File: src/rtl/branch_predict_unit_if.sv
// rtl/branch_predict_unit_if.sv - fetch/resolve bus between the pipeline and the branch predict unit
// The pipeline holds the master side; the predictor holds the slave side.
interface branch_predict_unit_if #(
   parameter int PC_W = 32
);
   logic            f_valid;
   logic [PC_W-1:0] f_pc;
   logic            p_valid;
   logic            p_taken;
   logic            r_valid;
   logic [PC_W-1:0] r_pc;
   logic            r_branch;
   logic [2:0]      r_branchop;
   logic            r_zero;
   logic            r_gt;
   logic            r_pred_taken;
   logic            r_taken;
   logic            r_mispredict;

   modport master (
      output f_valid, f_pc, r_valid, r_pc, r_branch, r_branchop, r_zero, r_gt, r_pred_taken,
      input  p_valid, p_taken, r_taken, r_mispredict
   );

   modport slave (
      input  f_valid, f_pc, r_valid, r_pc, r_branch, r_branchop, r_zero, r_gt, r_pred_taken,
      output p_valid, p_taken, r_taken, r_mispredict
   );
endinterface

File: src/rtl/branch_predict_unit.sv
// rtl/branch_predict_unit.sv - branch resolve, saturating-counter predictor and statistics
// Untagged table indexed by word PC; lookups see the table as it was before this cycle's update.
module branch_predict_unit #(
   parameter int PC_W       = 32,
   parameter int IDX_W      = 6,
   parameter int CNT_W      = 2,
   parameter int INIT_STATE = 1,
   parameter int STAT_W     = 16
) (
   input  logic              clk,
   input  logic              rst_n,
   branch_predict_unit_if.slave bus,
   input  logic              clr_stats,
   output logic [STAT_W-1:0] branch_cnt,
   output logic [STAT_W-1:0] mispred_cnt
);
   localparam int               DEPTH    = 1 << IDX_W;
   localparam logic [CNT_W-1:0] CNT_INIT = CNT_W'(INIT_STATE);

   logic [CNT_W-1:0] table_q [DEPTH];
   logic [IDX_W-1:0] f_idx;
   logic [IDX_W-1:0] r_idx;
   logic [CNT_W-1:0] f_entry;
   logic [CNT_W-1:0] r_entry;
   logic [CNT_W-1:0] r_entry_next;
   logic             cond;
   logic             res_en;
   logic             taken;
   logic             mispredict;
   logic             unused_pc_bits;

   assign f_idx   = bus.f_pc[IDX_W+1:2];
   assign r_idx   = bus.r_pc[IDX_W+1:2];
   assign f_entry = table_q[f_idx];
   assign r_entry = table_q[r_idx];

   // Byte offset and bits above the index do not take part in prediction (aliasing is intended).
   assign unused_pc_bits = ^{bus.f_pc[PC_W-1:IDX_W+2], bus.f_pc[1:0],
                             bus.r_pc[PC_W-1:IDX_W+2], bus.r_pc[1:0]};

   always_comb begin
      cond = 1'b0;
      case (bus.r_branchop)
         3'b000:  cond = bus.r_zero;
         3'b001:  cond = !bus.r_zero;
         3'b010:  cond = bus.r_gt;
         3'b011:  cond = bus.r_gt | bus.r_zero;
         3'b100:  cond = !bus.r_gt & !bus.r_zero;
         3'b101:  cond = !bus.r_gt | bus.r_zero;
         3'b110:  cond = 1'b1;
         default: cond = 1'b0;
      endcase
   end

   assign res_en     = bus.r_valid & bus.r_branch;
   assign taken      = res_en & cond;
   assign mispredict = res_en & (cond != bus.r_pred_taken);

   always_comb begin
      r_entry_next = r_entry;
      if (taken) begin
         if (r_entry != {CNT_W{1'b1}}) r_entry_next = r_entry + 1'b1;
      end else begin
         if (r_entry != {CNT_W{1'b0}}) r_entry_next = r_entry - 1'b1;
      end
   end

   always_ff @(posedge clk or negedge rst_n) begin
      if (!rst_n) begin
         for (int i = 0; i < DEPTH; i++) table_q[i] <= CNT_INIT;
      end else if (res_en) begin
         table_q[r_idx] <= r_entry_next;
      end
   end

   always_ff @(posedge clk or negedge rst_n) begin
      if (!rst_n) begin
         bus.p_valid      <= 1'b0;
         bus.p_taken      <= 1'b0;
         bus.r_taken      <= 1'b0;
         bus.r_mispredict <= 1'b0;
      end else begin
         bus.p_valid      <= bus.f_valid;
         bus.p_taken      <= bus.f_valid & f_entry[CNT_W-1];
         bus.r_taken      <= taken;
         bus.r_mispredict <= mispredict;
      end
   end

   // Clear wins over the increments that land on the same edge.
   always_ff @(posedge clk or negedge rst_n) begin
      if (!rst_n) begin
         branch_cnt  <= '0;
         mispred_cnt <= '0;
      end else if (clr_stats) begin
         branch_cnt  <= '0;
         mispred_cnt <= '0;
      end else begin
         if (res_en && (branch_cnt != {STAT_W{1'b1}}))      branch_cnt  <= branch_cnt + 1'b1;
         if (mispredict && (mispred_cnt != {STAT_W{1'b1}})) mispred_cnt <= mispred_cnt + 1'b1;
      end
   end
endmodule

File: src/flat_wrapper.sv
// flat-port wrapper written by rule: the top's interface ports become plain ports
module branch_predict_unit_flat 
#(
   parameter int PC_W       = 32,
   parameter int IDX_W      = 6,
   parameter int CNT_W      = 2,
   parameter int INIT_STATE = 1,
   parameter int STAT_W     = 16
)
  (clk, rst_n, clr_stats, branch_cnt, mispred_cnt, bus_f_valid, bus_f_pc, bus_r_valid, bus_r_pc, bus_r_branch, bus_r_branchop, bus_r_zero, bus_r_gt, bus_r_pred_taken, bus_p_valid, bus_p_taken, bus_r_taken, bus_r_mispredict);
  branch_predict_unit_if #(.PC_W(PC_W)) bus_i ();
  input  logic clk;
  input  logic rst_n;
  input  logic clr_stats;
  output logic [STAT_W-1:0] branch_cnt;
  output logic [STAT_W-1:0] mispred_cnt;
  input wire logic [$bits(bus_i.f_valid)-1:0] bus_f_valid;
  input wire logic [$bits(bus_i.f_pc)-1:0] bus_f_pc;
  input wire logic [$bits(bus_i.r_valid)-1:0] bus_r_valid;
  input wire logic [$bits(bus_i.r_pc)-1:0] bus_r_pc;
  input wire logic [$bits(bus_i.r_branch)-1:0] bus_r_branch;
  input wire logic [$bits(bus_i.r_branchop)-1:0] bus_r_branchop;
  input wire logic [$bits(bus_i.r_zero)-1:0] bus_r_zero;
  input wire logic [$bits(bus_i.r_gt)-1:0] bus_r_gt;
  input wire logic [$bits(bus_i.r_pred_taken)-1:0] bus_r_pred_taken;
  output wire logic [$bits(bus_i.p_valid)-1:0] bus_p_valid;
  output wire logic [$bits(bus_i.p_taken)-1:0] bus_p_taken;
  output wire logic [$bits(bus_i.r_taken)-1:0] bus_r_taken;
  output wire logic [$bits(bus_i.r_mispredict)-1:0] bus_r_mispredict;
  assign bus_i.f_valid = bus_f_valid;
  assign bus_i.f_pc = bus_f_pc;
  assign bus_i.r_valid = bus_r_valid;
  assign bus_i.r_pc = bus_r_pc;
  assign bus_i.r_branch = bus_r_branch;
  assign bus_i.r_branchop = bus_r_branchop;
  assign bus_i.r_zero = bus_r_zero;
  assign bus_i.r_gt = bus_r_gt;
  assign bus_i.r_pred_taken = bus_r_pred_taken;
  assign bus_p_valid = bus_i.p_valid;
  assign bus_p_taken = bus_i.p_taken;
  assign bus_r_taken = bus_i.r_taken;
  assign bus_r_mispredict = bus_i.r_mispredict;
  branch_predict_unit #(.PC_W(PC_W), .IDX_W(IDX_W), .CNT_W(CNT_W), .INIT_STATE(INIT_STATE), .STAT_W(STAT_W)) u_core (.clk(clk), .rst_n(rst_n), .bus(bus_i), .clr_stats(clr_stats), .branch_cnt(branch_cnt), .mispred_cnt(mispred_cnt));
endmodule
File: config.mk
export PLATFORM = sky130hd
export DESIGN_NAME = branch_predict_unit_flat
export DESIGN_NICKNAME = d
export VERILOG_FILES = /design/src/rtl/branch_predict_unit_if.sv /design/src/rtl/branch_predict_unit.sv /design/src/flat_wrapper.sv
export SDC_FILE = /design/constraint.sdc
export NUM_CORES = 1
export LEC_CHECK = 0
export CORE_MARGIN = 10
export CORE_UTILIZATION = 50
export CTS_CLUSTER_SIZE = 14
export DETAILED_ROUTE_END_ITERATION = 10
export PLACE_DENSITY = 0.76
export SYNTH_ARGS = -nofsm -noshare
export SYNTH_HDL_FRONTEND = slang
export SYNTH_SLANG_ARGS = --single-unit
export TNS_END_PERCENT = 100
File: constraint.sdc
create_clock -name clk -period 2.1 [get_ports clk]
set_input_delay 0.525 -clock clk [delete_from_list [all_inputs] [get_ports clk]]
set_output_delay 0.525 -clock clk [all_outputs]
set_load 0.03 [all_outputs]
==> results.py <==
metrics = {
    "critical_path": {
        "required_ps": 2420,
        "r2r_slack_ps": -440,
        "r2r_start": "u_core.table_q[49]",
        "end_kind": "register",
        "r2r_cells": 9,
        "cp_cell_sequence": "buf_12, bufbuf_16, mux2_4, a221oi_2, o22ai_1, a211oi_2, and2_1, maj3_2, buf_6, buf_12, a21oi_1",
        "crit_family": "compound AO/OA/AOI/OAI gates",
        "cp_common_cell": "buf_12",
        "critPathMaxStageDelay_ps": 340,
        "critPathKind": "input pin to register",
        "slowest_stage": "a221oi_2",
        "path_buf_inv": 4,
        "cp.arrival_ps": 2920,
        "r2r-end": "u_core.table_q[93]",
        "cp_max_fo": 8,
        "startpoint_type": "input pin",
    },
    "drt": {
        "drtAntennaViolNets": 0,
        "drc": 0,
        "firstDrtPassIters": 6,
        "drt_iter0_markers": 914,
        "detail_route.wl_per_cell_um": 24.5,
        "drt_wl_total_mm": 31.6,
        "drt-vias-per-instance": 6.35,
        "num_vias": 8208,
    },
    "finish": {
        "drive_above_1_share_pct": 53.5,
        "fin_nets": 1137,
        "syn2layout_area_growth_pct": 50.1,
        "final_cells": 1292,
        "antenna_cells": 0,
    },
    "timing": {
        "setup_viol": 129,
        "maxSlewHeadroom_pct": 69.7,
        "finClkSkew_ps": 16.7,
        "hold_viol": 0,
        "fin_crit_sh_pct": 124,
        "fin_crit_ps": 2600,
        "rsz0062_at_grt": "true",
        "worst_slack_ps": -503,
        "tightest_slew_ps": 454,
        "fmax_mhz": 384,
        "finalMaxSlewViolations": 0,
    },
    "placement": {
        "port_buffers": 59,
        "gp_congestion": 0.918,
        "dp_worst_setup_slack_ps": -1080,
        "dp.cells": 1217,
        "hpwl_mm": 16.7,
    },
    "logic_synthesis": {
        "syn_nets": 849,
        "yosys.area_share.simple_pct": 13.8,
        "yosys_warnings": 0,
        "synth_seq_cells": 164,
        "synth-main-ff-cell": "dfrtp_1",
        "yosysSeqAreaShare_pct": 48.8,
        "synthesis.area_um2": 8580,
        "synth_top_area_share_pct": 29.2,
        "async_flop_share_pct": 100,
        "synthXorXnorAreaFrac_pct": 1.53,
        "synth_adder_area_share_pct": 0.554,
        "synth_area_leaders": "dfrtp_1, dfstp_2, mux4_2",
        "synth.distinct_cells": 54,
        "synthMuxAreaShare_pct": 21.8,
        "synth.avg_cell_area_um2": 11.1,
        "synth_area_leader_cell": "dfrtp_1",
        "postSynthCellCount": 771,
        "synth-compound-area-share_pct": 10.2,
        "synth_top_family_by_area": "multiplexers",
        "synth_edf_count": 0,
    },
    "power": {
        "power.density_nw_per_um2": 693,
        "leakage_uw": 0.00583,
        "ir_worst_vdd_v": 0.000619,
    },
    "die": {
        "core_um2": 16700,
        "dieArea_um2": 22800,
        "boundaryPins": 112,
        "die_h_um": 151,
        "initial_core_util_pct": 51.4,
        "die_w_um": 151,
        "row_count": 47,
    },
    "global_route": {
        "grt_overflow": 0,
        "track_usage_pct": 26.2,
        "grt_pass1_vias": 8427,
        "antenna_found_initial": 0,
        "grt_pass1_wl_mm": 46.2,
        "grt_max_degree": 43,
    },
    "cts": {
        "cts.path.max_buffers": 2,
        "cts_buffers": 17,
        "htreeDepth": 4,
        "root_buffer": "clkbuf_16",
        "cts.sinks": 164,
        "path_clk_slew_ps": 70,
        "cts_tree": "built",
        "clock_latency_ps": 440,
    },
    "outcome": {
        "status": "complete, but fails checks",
        "violations": "setup timing",
    },
    "hold_path": {
        "hold_path.class": "input pin to async pin",
    },
    "run": {
        "maxCapViolCount": 0,
    },
}
## synth_stat cells, types with 3 or more instances
cell type and number:
a22o_1 4, o22ai_1 9, xnor2_1 5, buf_2 14, mux2i_1 21, xor2_1 10
mux2_2 65, and2_1 6, a31oi_1 4, and4_1 3, mux4_2 40, nor2b_1 4
clkbuf_1 11, buf_6 8, dfrtp_1 100, nand3_1 10, dfstp_2 64, o21ai_0 10
inv_1 7, a22oi_1 6, nand4_1 6, nand3b_1 7, a21oi_1 85, nand2_1 34
o211ai_1 6, or3_1 9, buf_1 9, nor2_1 158, nor3b_1 3, or4_1 7
and3_1 8, o31ai_1 7
## kinds of logic (layout without fill, tap and decap cells)
kind of cell | Yosys count | after routing
xor gates and xnor gates | 15 | 15
AOI/OAI and AO/OA | 146 | 147
muxes | 128 | 128
DFF | 164 | 164
buffers and inverters | 52 | 352
adders and majority gates | 4 | 4
and+or+nand+nor | 262 | 262
## state kept, by name, summed over array words and instances (netlist names)
signal                   cells
u_core.bus.p_taken           1
u_core.table_q             128
u_core.mispred_cnt          16
u_core.branch_cnt           16
u_core.bus.r_mispredict      1
u_core.bus.p_valid           1
u_core.bus.r_taken           1
## where the power goes
part / switching (µW) / internal [µW] / total (µW)
Combinational: 926 / 1010 / 1930
Clock: 1470 / 1910 / 3380
Sequential: 168 / 3430 / 3600
## how the worst max path moves through the flow
stage	from	endpoint	slack (ps)	cells after the start
CTS	bus_r_pc[3]	u_core.table_q[116]	-390	12
detailed placement	bus_r_pc[4]	u_core.table_q[85]	-1080	9
global route	bus_r_pc[3]	u_core.table_q[83]	-510	14
global placement	bus_r_pc[4]	u_core.table_q[23]	-1030	9
floorplan	bus_r_pc[3]	u_core.table_q[0]	-490	10
finish	bus_r_pc[3]	u_core.table_q[93]	-500	11
## worst register-to-register path, delay by kind of cell, from the launching register on
kind | cells | cell delay, ps
multiplexers | 2 | 760
buffers and inverters | 2 | 360
AND/OR/NAND/NOR | 2 | 360
adder cells (fa/ha/maj) | 1 | 280
flip-flops | 1 | 400
AO/OA/AOI/OAI | 2 | 240
## cell usage in the layout (no fill, tap or decap), types with 7 or more instances in the layout
cell type / netlist / final
buf_4: 2 / 206
dlygate4sd2_1: 0 / 21
mux4_2: 40 / 40
nand3_1: 10 / 9
a21oi_1: 85 / 30
mux2_4: 2 / 26
buf_6: 8 / 14
nand2_1: 34 / 34
nor2_1: 158 / 157
dfstp_2: 64 / 64
inv_1: 7 / 7
nand3b_1: 7 / 7
mux2_2: 65 / 41
clkbuf_16: 0 / 18
mux2i_1: 21 / 17
dfrtp_1: 100 / 94
buf_16: 0 / 7
or3_1: 9 / 7
buf_12: 0 / 23
a21oi_2: 0 / 49
xor2_1: 10 / 10
clkdlybuf4s50_1: 0 / 15
dlymetal6s2s_1: 0 / 13
o21ai_0: 10 / 10
## per-stage QoR
| step | hold WS [ps] | power, µW | setup TNS (ps) | instance area, µm² | util (%) |
|---|---|---|---|---|---|
| floorplan | 229 | 4380 | -57210 | 8690 | - |
| global placement | 484 | 5020 | -139050 | 11000 | 66.1 |
| detailed placement | 488 | 5070 | -146390 | 11000 | 66.1 |
| CTS | 28.3 | 8700 | -43420 | 12500 | 75.0 |
| global route | 39.3 | 9160 | -60280 | 12900 | 77.1 |
| finish | 18.7 | 8910 | -58800 | 12900 | 77.1 |
## repair_timing
action,in CTS,in global routing
hold buffers,0,0
pin swaps,23,14
gates cloned,11,2
endpoints found under the setup margin,161,157
setup buffers,22,11
resized for setup,138,79
## per-layer routing
layer	track usage, %	vias to the layer above	share of wire, %
li1	-	3390	-
met1	30.4	4122	36
met2	43.8	530	49
met3	7.64	166	8.6
met4	12.8	0	5.9
met5	0	-	0
## layout make-up
class	count	area [µm²]
repair buffers	312	3050
multi-input cells	556	4700
flip-flops and latches	164	4190
inverters	8	32.5
fillers	934	3830
well taps	220	275
clock buffers	17	425
clock inverters	15	200
Power figures use the tool's default switching activity.
==> variant (config.mk and constraints unchanged) <==
Register the output `mispred_cnt` once more, with the module's reset; this adds one clock of latency there. The other outputs are not delayed to match.
--- a/src/rtl/branch_predict_unit.sv
+++ b/src/rtl/branch_predict_unit.sv
@@ -17,4 +17,6 @@
    localparam int               DEPTH    = 1 << IDX_W;
    localparam logic [CNT_W-1:0] CNT_INIT = CNT_W'(INIT_STATE);
+
+   logic [STAT_W-1:0] mispred_cnt_s0;
 
    logic [CNT_W-1:0] table_q [DEPTH];
@@ -92,13 +94,21 @@
       if (!rst_n) begin
          branch_cnt  <= '0;
-         mispred_cnt <= '0;
+         mispred_cnt_s0 <= '0;
       end else if (clr_stats) begin
          branch_cnt  <= '0;
+         mispred_cnt_s0 <= '0;
+      end else begin
+         if (res_en && (branch_cnt != {STAT_W{1'b1}}))      branch_cnt  <= branch_cnt + 1'b1;
+         if (mispredict && (mispred_cnt_s0 != {STAT_W{1'b1}})) mispred_cnt_s0 <= mispred_cnt_s0 + 1'b1;
+      end
+   end
+   always_ff @(posedge clk or negedge rst_n) begin
+      if (!rst_n) begin
          mispred_cnt <= '0;
       end else begin
-         if (res_en && (branch_cnt != {STAT_W{1'b1}}))      branch_cnt  <= branch_cnt + 1'b1;
-         if (mispredict && (mispred_cnt != {STAT_W{1'b1}})) mispred_cnt <= mispred_cnt + 1'b1;
+         mispred_cnt <= mispred_cnt_s0;
       end
    end
+
 endmodule
 
Formal check against the unedited RTL: not equivalent (Yosys sat finds a counterexample within 4 cycles, from zero or initial values and one cycle with rst_n low).
==> variant against the unedited design <==
- the run still ends with setup timing left
- non-clock buffer count is 87 lower
- synthesized cell count is 17% higher
- cell area is 0.99% lower
- worst setup slack worse by 0.17 ns
- critical path type is now flip-flop to flip-flop
- sequential cell count is 16 higher
- first-iteration DRC count is 25% lower
- wire length is 9.5% lower
- power is 9.3% lower
- highest routed layer unchanged
- synthesized area is 7.1% higher
==> variant: results (changes against the unedited design) <==
Synthesis:
- After synthesis, the most frequently instantiated cells are sky130_fd_sc_hd__nand2_1 (223), sky130_fd_sc_hd__dfrtp_1 (116), sky130_fd_sc_hd__o21ai_0 (82).
- The most used flip-flop cell after synthesis is sky130_fd_sc_hd__dfrtp_1.
- The sequential-to-total area share from yosys stat came to 49.9% (+1.1 points).
- The synthesized net count is 977 (+15%).
- After synthesis, the cell types taking the most area are sky130_fd_sc_hd__dfrtp_1 (32%), sky130_fd_sc_hd__dfstp_2 (18%), sky130_fd_sc_hd__nand2_1 (9.1%).
- The number of instances in the synthesized netlist is 899 (+17%).

Critical path:
- For this design, the slowest cell found on the critical path is sky130_fd_sc_hd__mux4_2.
- The largest incremental delay on the critical path is 0.48 ns (+0.14 ns).
- The largest fanout of any net on the critical path is 30 (+22).

Timing:
- The transition time at the pin with the least slew margin is 0.581 ns (+0.128 ns).
- The sum of negative setup slack is -72.14 ns (-13.34 ns).
- The final number of setup-violating endpoints is 129 (unchanged).
- The maximum clock skew at final layout was 0.0113 ns (-0.00543 ns).
- The post-layout worst setup margin is -0.670 ns (-0.167 ns).

Global routing:
- The first-pass GRT wire length is 45600 um (-1.3%).
- The total routing resource utilization after global routing is 23.6% (-2.6 points).

Routing:
- The average via count per standard cell was 6.09 (-4.1%).
- The number of DRC markers after the initial detailed-route iteration is 690 (-25%).
- The overall via count from detail_route is 8124 (-1.0%).
- The routed length per instance is 21.5 um (-12%).

Placement:
- The number of placed instances, taps included is 1267 (+4.1%).
- The detailed-placement wirelength estimate is 17800 um (+6.2%).
- The number of I/O port buffers came to 59 (unchanged).

Final layout:
- The fraction of final layout cells sized beyond drive strength 1 is 40.9% (-13 points).
- The count of nets after finishing is 1169 (+2.8%).
- The number of filler instances in the final layout is 1196 (+28%).

Run status:
- The run finished, with violations left.
- The checks that failed: setup timing.

Worst hold path:
- The path class of the tightest hold or removal check is flip-flop to flip-flop.

Power:
- The combinational cell power came to 1.04 mW (-46%).
- The leakage power summed over all cells is 5.28 nW (-9.3%).
- The worst supply voltage drop on vdd is 0.634 mV (+2.3%).
- The switching power share of the total came to 27.0% (-1.8 points).
==> variant: changes by cell type in the layout (fill, tap and decap cells not counted), sizes merged, moves of 21 or more <==
| cell | before | now |
|---|---|---|
| nand2 | 34 | 223 |
| nor2 | 158 | 34 |
| buf | 254 | 169 |
| clkdlybuf4s50 | 15 | 36 |
| o21ai | 11 | 142 |
| mux2 | 67 | 11 |
| a21oi | 85 | 9 |
==> variant: cell families (layout without fill, tap and decap cells) <==
group / count (synthesis) / after routing / synth area share (%)
buf+inv: 63 / 267 / 3.54
simple gates: 372 / 373 / 19.0
xor+xnor: 15 / 15 / 1.43
mux: 59 / 59 / 10.5
flops: 180 / 180 / 49.9
compound gates: 206 / 206 / 15.1
fa+ha+maj: 4 / 4 / 0.517
==> variant: stage by stage <==
| step | setup WS (ns) | total power [mW] | cell area (um2) |
|---|---|---|---|
| after CTS | -0.587 | 8.04 | 12600 |
| after floorplan | -0.634 | 4.13 | 9560 |
| after global routing | -0.703 | 8.32 | 12700 |
| after global placement | -1.35 | 4.51 | 11200 |
| final | -0.670 | 8.08 | 12700 |
| after detailed placement | -1.37 | 4.53 | 11200 |
==> variant: area by class of cell <==
cell class	instances	share of cell area (%)
Clock buffer	17	3.34
Timing Repair Buffer	225	18.7
Tap cell	229	2.25
Inverter	10	0.295
Sequential cell	180	36.0
Multi-Input combinational cell	657	37.8
Clock inverter	15	1.62
==> variant: layer usage <==
layer	GRT usage (%)	part of all wire (%)
met3	5.60	7.8
met1	28.8	39
met4	11.9	5.1
met2	38.4	49
met5	0	0
==> variant: worst reg2reg max path, cell delays in order (launching register included) <==
cell	delay, ns
sky130_fd_sc_hd__dfstp_2	0.38
sky130_fd_sc_hd__mux4_2	0.48
sky130_fd_sc_hd__a221oi_2	0.31
sky130_fd_sc_hd__a21oi_2	0.09
sky130_fd_sc_hd__a21o_1	0.21
sky130_fd_sc_hd__or4_4	0.43
sky130_fd_sc_hd__maj3_4	0.40
sky130_fd_sc_hd__buf_12	0.19
sky130_fd_sc_hd__o21ai_2	0.21
==> variant: what timing repair did <==
item | CTS | global route
pin swaps | 16 | 17
setup buffers | 17 | 9
gates resized for setup | 153 | 64
endpoints found under the hold margin | 8 | 0
endpoints found under the setup margin | 152 | 151
gates cloned | 13 | 1
hold buffers | 1 | 0
==> variant: worst paths after layout <==
check	cells after the start	end	from	slack [ns]
worst max-delay path	8	u_core.table_q[12]	u_core.table_q[82]	-0.67
worst min-delay path	0	u_core.mispred_cnt[12]	u_core.mispred_cnt_s0[12]	0.44
worst max register to register	8	u_core.table_q[12]	u_core.table_q[82]	-0.67
worst min register to register	0	u_core.mispred_cnt[12]	u_core.mispred_cnt_s0[12]	0.44
max in group asynchronous	3	u_core.table_q[44]	rst_n	0.91
min in group asynchronous	2	u_core.branch_cnt[8]	rst_n	0.52
